<file path="src/rtl/mem_port_arbiter.sv">
// Shares one SRAM-like memory port between the instruction and data requesters.
// An owner FIFO routes each in-order response back to the requester that issued it.
module mem_port_arbiter #(
    parameter int DEPTH        = 2,
    parameter int STARVE_LIMIT = 4
) (
    input  logic                     clk,
    input  logic                     resetn,
    input  logic                     inst_req,
    input  logic [70:0]              inst_cmd,
    output logic                     inst_addr_ok,
    output logic                     inst_data_ok,
    output logic [31:0]              inst_rdata,
    input  logic                     data_req,
    input  logic [70:0]              data_cmd,
    output logic                     data_addr_ok,
    output logic                     data_data_ok,
    output logic [31:0]              data_rdata,
    output logic                     mem_req,
    output logic [70:0]              mem_cmd,
    input  logic                     mem_addr_ok,
    input  logic                     mem_data_ok,
    input  logic [31:0]              mem_rdata,
    output logic [$clog2(DEPTH):0]   outstanding,
    output logic                     err_spurious
);

    localparam int PW = (DEPTH > 1) ? $clog2(DEPTH) : 1;
    localparam int CW = $clog2(DEPTH) + 1;
    localparam int SW = $clog2(STARVE_LIMIT + 1);

    localparam logic [CW-1:0] DEPTH_C  = CW'(DEPTH);
    localparam logic [SW-1:0] LIMIT_C  = SW'(STARVE_LIMIT);
    localparam logic [PW-1:0] PTR_LAST = PW'(DEPTH - 1);
    localparam logic          OWN_I    = 1'b0;
    localparam logic          OWN_D    = 1'b1;

    typedef enum logic [1:0] {
        ST_IDLE   = 2'd0,
        ST_HOLD_I = 2'd1,
        ST_HOLD_D = 2'd2
    } state_e;

    state_e          state_q, state_d;
    logic [DEPTH-1:0] owner_q;
    logic [PW-1:0]   rd_ptr_q, rd_ptr_d;
    logic [PW-1:0]   wr_ptr_q, wr_ptr_d;
    logic [CW-1:0]   count_q, count_d;
    logic [SW-1:0]   starve_q, starve_d;
    logic            err_q, err_d;

    logic full_s;
    logic pick_data_s;
    logic pick_inst_s;
    logic req_s;
    logic gnt_data_s;
    logic hs_s;
    logic pop_s;
    logic head_own_s;

    function automatic logic [PW-1:0] next_ptr(input logic [PW-1:0] p);
        if (p == PTR_LAST) begin
            next_ptr = {PW{1'b0}};
        end else begin
            next_ptr = p + PW'(1);
        end
    endfunction

    // Arbitration: data normally wins, inst gets one turn after STARVE_LIMIT data grants.
    always_comb begin
        full_s      = (count_q == DEPTH_C);
        pick_data_s = data_req & ((starve_q < LIMIT_C) | ~inst_req);
        pick_inst_s = ~pick_data_s & inst_req;
    end

    // State register.
    always_ff @(posedge clk or negedge resetn) begin
        if (!resetn) begin
            state_q <= ST_IDLE;
        end else begin
            state_q <= state_d;
        end
    end

    // Next state: park on the winner until the memory accepts its address phase.
    always_comb begin
        state_d = state_q;
        case (state_q)
            ST_IDLE: begin
                if (!full_s && (pick_data_s || pick_inst_s) && !mem_addr_ok) begin
                    state_d = pick_data_s ? ST_HOLD_D : ST_HOLD_I;
                end else begin
                    state_d = ST_IDLE;
                end
            end
            ST_HOLD_I: begin
                if (mem_addr_ok) begin
                    state_d = ST_IDLE;
                end else begin
                    state_d = ST_HOLD_I;
                end
            end
            ST_HOLD_D: begin
                if (mem_addr_ok) begin
                    state_d = ST_IDLE;
                end else begin
                    state_d = ST_HOLD_D;
                end
            end
            default: state_d = ST_IDLE;
        endcase
    end

    // Outputs: request/grant, plus response routing from the FIFO head.
    always_comb begin
        req_s      = 1'b0;
        gnt_data_s = 1'b0;
        case (state_q)
            ST_IDLE: begin
                if (!full_s) begin
                    req_s      = pick_data_s | pick_inst_s;
                    gnt_data_s = pick_data_s;
                end else begin
                    req_s      = 1'b0;
                    gnt_data_s = 1'b0;
                end
            end
            ST_HOLD_I: begin
                req_s      = 1'b1;
                gnt_data_s = 1'b0;
            end
            ST_HOLD_D: begin
                req_s      = 1'b1;
                gnt_data_s = 1'b1;
            end
            default: begin
                req_s      = 1'b0;
                gnt_data_s = 1'b0;
            end
        endcase

        // Gating with resetn keeps every output quiet while reset is held.
        mem_req      = resetn & req_s;
        mem_cmd      = mem_req ? (gnt_data_s ? data_cmd : inst_cmd) : 71'd0;
        hs_s         = mem_req & mem_addr_ok;
        inst_addr_ok = hs_s & ~gnt_data_s;
        data_addr_ok = hs_s & gnt_data_s;

        pop_s        = resetn & mem_data_ok & (count_q != {CW{1'b0}});
        head_own_s   = owner_q[rd_ptr_q];
        inst_data_ok = pop_s & (head_own_s == OWN_I);
        data_data_ok = pop_s & (head_own_s == OWN_D);
        inst_rdata   = inst_data_ok ? mem_rdata : 32'd0;
        data_rdata   = data_data_ok ? mem_rdata : 32'd0;

        outstanding  = count_q;
        err_spurious = err_q;
    end

    // FIFO bookkeeping, starvation counter and spurious-response flag.
    always_comb begin
        wr_ptr_d = wr_ptr_q;
        rd_ptr_d = rd_ptr_q;
        count_d  = count_q;
        starve_d = starve_q;
        err_d    = err_q;

        if (hs_s) begin
            wr_ptr_d = next_ptr(wr_ptr_q);
        end else begin
            wr_ptr_d = wr_ptr_q;
        end

        if (pop_s) begin
            rd_ptr_d = next_ptr(rd_ptr_q);
        end else begin
            rd_ptr_d = rd_ptr_q;
        end

        case ({hs_s, pop_s})
            2'b10:   count_d = count_q + CW'(1);
            2'b01:   count_d = count_q - CW'(1);
            default: count_d = count_q;
        endcase

        if (hs_s && !gnt_data_s) begin
            starve_d = {SW{1'b0}};
        end else if (hs_s && inst_req) begin
            starve_d = (starve_q == LIMIT_C) ? LIMIT_C : starve_q + SW'(1);
        end else if (hs_s) begin
            starve_d = {SW{1'b0}};
        end else begin
            starve_d = starve_q;
        end

        if (mem_data_ok && (count_q == {CW{1'b0}})) begin
            err_d = 1'b1;
        end else begin
            err_d = err_q;
        end
    end

    // Bookkeeping registers.
    always_ff @(posedge clk or negedge resetn) begin
        if (!resetn) begin
            owner_q  <= {DEPTH{1'b0}};
            wr_ptr_q <= {PW{1'b0}};
            rd_ptr_q <= {PW{1'b0}};
            count_q  <= {CW{1'b0}};
            starve_q <= {SW{1'b0}};
            err_q    <= 1'b0;
        end else begin
            if (hs_s) begin
                owner_q[wr_ptr_q] <= gnt_data_s ? OWN_D : OWN_I;
            end
            wr_ptr_q <= wr_ptr_d;
            rd_ptr_q <= rd_ptr_d;
            count_q  <= count_d;
            starve_q <= starve_d;
            err_q    <= err_d;
        end
    end

endmodule

</file>
<file path="config.mk">
export PLATFORM = sky130hd
export DESIGN_NAME = mem_port_arbiter
export DESIGN_NICKNAME = d
export VERILOG_FILES = /design/src/rtl/mem_port_arbiter.sv
export SDC_FILE = /design/constraint.sdc
export NUM_CORES = 1
export LEC_CHECK = 0
export CAP_MARGIN = 20
export CORE_AREA = 2 2 127 129
export DETAILED_ROUTE_END_ITERATION = 16
export DIE_AREA = 0 0 129 131
export PLACE_DENSITY = 0.55
export RECOVER_POWER = 25
export SLEW_MARGIN = 15
export SYNTH_ARGS = -nofsm -noshare
export SYNTH_HDL_FRONTEND = slang
export SYNTH_SLANG_ARGS = --single-unit
</file>
<file path="constraint.sdc">
create_clock -name clk -period 1.84 [get_ports clk]
set_input_delay 0.368 -clock clk [delete_from_list [all_inputs] [get_ports clk]]
set_output_delay 0.368 -clock clk [all_outputs]
set_load 0.02 [all_outputs]
</file>
==> results.txt, run 1 <==
----------------------------------------------------
[Finish]
  ANT cells ... 0
  Filler cell count ... around 1500
  Post-Route Utilization ... 47.7%
  Final non-filler cell area ... 0.00743 mm²
  Leading cell type in the layout, fill and taps excluded ... clkdlybuf4s50_1
  Combined area of the multi-input logic cells ... about 0.0025 mm²
  Nets ... 934
  Footprint of the flip-flops and latches ... 303 µm²
  Area Overhead vs Synth ... 235%
  Leading cell types in the layout, fill and taps excluded ... clkdlybuf4s50_1, buf_6, nand2_1
  Share of cells above drive strength 1 ... 52.9%

[Yosys]
  Complex-gate fraction of the synthesized area ... 20.1%
  Number of flip-flops and latches in the synthesized netlist ... 12
  Largest family of logic cells by synthesized area ... simple AND/OR/NAND/NOR gates
  Yosys warnings ... 0
  Leading area contributor after synthesis ... nand2_1
  Syn nets ... 558
  Synth Area in Adders ... 3.95%
  Mapped Area ... ~0.0022 mm²
  Area share of the largest cell type after synthesis ... between 20% and 30%
  Post-synthesis cell count ... 371
  Share of the yosys chip area belonging to registers ... approximately 14%
  Main area contributors after synthesis ... nand2_1, and2_1, a21oi_1
  Synthesized area divided by synthesized cell count ... about 6 µm²
  Share of cell area taken by muxes after synthesis ... between 2 and 2.5%
  Xor-xnor portion of the synthesized cell area ... 1.97%
  Post-synthesis simple-gate area fraction ... 47.7%
  Distinct cells, synth ... 32

[Route]
  Number of nets still failing antenna checks after routing ... 0
  Detailed-routing iteration count for the pre-antenna-repair pass ... 4
  Via count of the routed design ... 3993
  Post-DR wirelength/cell ... 16.6 µm
  Via-per-instance ratio ... 4.15
  Overall routed net length ... 16000 µm
  Number of DRC markers after the initial detailed-route iteration ... 110
  DRC Markers ... 0

[Placement]
  Buffers added on ports ... ~320
  Instance area at placement ... roughly 0.0061 mm²
  Detailed Place HPWL ... 10600 µm
  Placer's final routability congestion estimate ... 0.880

[Timing]
  Setup Viol. Count Final ... 142
  Worst Setup Slack, final ... -0.449 ns
  Post-route minimum period ... 2.29 ns
  Highest clock rate ... 437 MHz
  Final-report max-slew violation count ... 0
  Unrepaired setup endpoints after global routing ... yes
  Final hold violation count ... 0
  Final clock period utilization by the worst path ... 124%
  Max-slew headroom ... 73.1%
  Total Neg Setup Slack ... -39.70 ns
  Largest clock skew in the final design ... slightly above 0.0009 ns
  Worst hold-check slack ... 0.294 ns
  Worst-margin pin slew ... 0.403 ns

[Global routing]
  First-pass GRT wire length ... 21400 µm
  Global-route usage over all layers ... around 16%
  Maximum number of pins on one net before global-route repair ... 26
  Number of antenna violations at the first check in global routing ... 0
  Grt total ovfl ... 0
  Vias in the first global route ... around 3900

[Floorplanning]
  Vertical die dimension ... 131 µm
  Die area ... 0.0169 mm²
  Initial Utilization ... 14.2%
  Horizontal die dimension ... approximately 130 µm
  Area of the core region ... 0.0156 mm²
  Total number of placement rows ... between 40 and 50
  Ports ... 323

[Setup path]
  Critical path data required time ... 1.47 ns
  Worst-path cell with the longest stage delay ... dfrtp_1
  Top cell family by delay on the critical path ... compound AO/OA/AOI/OAI gates
  Path depth of the worst reg2reg path ... 8
  Sort of element at the end of the critical path ... primary output
  Worst reg2reg path endpoint ... outstanding[1]$_DFFE_PN0P_
  Data arrival, critical path ... around 1.9 ns
  Maximum single-stage delay on the critical path ... 0.40 ns
  Register-to-Register Setup Slack ... -0.12 ns
  Critical R2R Launch ... state_q[0]$_DFF_PN0_
  Critical-path maximum fanout ... 24
  CP Cell Sequence ... inv_2 -> ha_4 -> a41o_4 -> buf_16 -> nand2_1 -> a21oi_2 -> buf_4
  Critical path start-end classification ... reg -> out
  Startpoint types ... flip-flop
  Number of buffers and inverters on the critical path ... 3

[Power and ir drop]
  Net Sw Power ... 4.70 mW
  Switching power share of the total ... 47.5%
  Worst vdd ir ... 576 µV
  Power per Cell Area ... 1330 mW/mm²
  Logic gate share of total power ... 90.8%
  Power share of the sequential group ... around 4.7%
  Static leakage ... 3.28 nW
  Internal ... 5.19 mW
  Part of the power in the clock network ... 4.5%

[CTS]
  Clk Latency, worst-skew pair ... 0.24 ns
  TritonCTS clock tree ... done
  Clock transition at the registers of the reported paths ... 0.05 ns
  Num Clock Sinks ... 12
  Total clock buffers created by CTS ... 3
  Max clock buf depth ... 2
  Buffer cell driving the clock tree root ... clkbuf_16
  Depth of the CTS H-tree ... 1

[Run]
  Count of max-cap constraint violations ... 0

[Outcome]
  Outcome ... finished, violations left
  Violated checks ... setup timing

[Min path]
  Path class of the lowest-slack min-delay path ... in -> async

----------------------------------------------------
-- through the flow --
stage / total power, mW / worst slack, ns / cells
finish: 9.89 / -0.449 / 962
global route: 10.4 / -0.516 / 962
CTS: 8.76 / -0.459 / 952
detailed placement: 6.75 / -1.19 / 912
global placement: 6.69 / -1.14 / 912
floorplan: 4.06 / -0.114 / 371
-- worst register-to-register path: stages (launching register included) --
cell and delay, ns:
dfrtp_1 0.39, ha_1 0.25, nor2b_4 0.19, buf_4 0.17
nand3_4 0.12, buf_4 0.18, ha_1 0.30, nor2_1 0.14
xor2_1 0.14
-- power by group through the flow --
stage          combinational [mW]  sequential (mW)  clock, mW
2_1_floorplan                3.58            0.481          0
6_report                     8.98            0.460      0.450
3_5_place_dp                 6.31            0.440          0
4_1_cts                      7.86            0.448      0.456
3_3_place_gp                 6.25            0.436          0
5_1_grt                      9.48            0.473      0.473
-- cell usage after synthesis --
cell type,number
dfrtp_1,12
nand3b_1,1
a41oi_1,2
a31o_2,1
mux2_2,2
a41o_2,1
a21oi_1,72
xor2_1,1
nor2b_1,2
a41oi_4,1
a21o_1,1
mux2i_1,3
buf_2,13
nand2_2,1
buf_6,11
ha_1,7
clkbuf_1,5
nand3_1,3
nand2_1,143
and2_1,64
nor2_1,5
or2_2,1
xnor2_1,4
nand2b_4,1
inv_1,6
nand4_1,1
nand4b_1,1
a31oi_1,1
nand2b_1,1
nand3_2,1
o211ai_1,1
nor3_1,2
-- area by class of cell --
cell class / count / area share [%]
timing repair buffer: 400 / 57.4
multi-input combinational: 324 / 33.4
sequential: 12 / 4.07
tap: 216 / 3.64
clock buffer: 4 / 1.20
inverter: 6 / 0.303
-- per-layer routing --
metal	vias up	share of wire, %	routed length, µm	track usage, %
li1	1952	-	-	-
met1	1884	41	6570	20.1
met2	147	52	8340	30.1
met3	10	5.8	920	2.65
met4	0	0.70	112	1.73
met5	-	0	0	0
-- worst max path at each step --
stage / to / cells past startpoint / slack, ns / from
after floorplan: mem_cmd[1] / 6 / -0.11 / state_q[0]$_DFF_PN0_
after global placement: mem_cmd[8] / 7 / -1.14 / inst_req
after detailed placement: mem_cmd[8] / 7 / -1.19 / inst_req
after CTS: mem_cmd[63] / 9 / -0.46 / state_q[0]$_DFF_PN0_
after global routing: mem_cmd[56] / 9 / -0.52 / state_q[0]$_DFF_PN0_
final: mem_cmd[8] / 7 / -0.45 / state_q[1]$_DFF_PN0_
-- kinds of logic after synthesis --
kind of cell               count (synthesis)
AOI/OAI and AO/OA                         80
xor gates and xnor gates                   5
adders and majority gates                  7
buffers and inverters                     35
DFF                                       12
muxes                                      5
and+or+nand+nor                          227
-- state kept, by name (all words and copies together), names as in the netlist --
name,count
err_spurious,1
outstanding,2
owner_q,2
rd_ptr_q,1
starve_q,3
state_q,2
wr_ptr_q,1
-- what timing repair did --
item,4_1_cts,5_1_grt
pin swaps,21,59
gates resized for setup,800,187
endpoints found under the setup margin,149,143
gates cloned,11,4
setup buffers,25,11
hold buffers,0,0
Power figures use the tool's default switching activity.
==> inputs of run 2 (changes only) <==
--- a/config.mk
+++ b/config.mk
@@ -9,6 +9,7 @@
 export CORE_AREA = 2 2 127 129
 export DETAILED_ROUTE_END_ITERATION = 16
 export DIE_AREA = 0 0 129 131
+export HOLD_SLACK_MARGIN = 0.08
 export PLACE_DENSITY = 0.55
 export RECOVER_POWER = 25
 export SLEW_MARGIN = 15
==> results of run 2 <==
No change in the layout: final DEF, timing and power equal those of run 1.
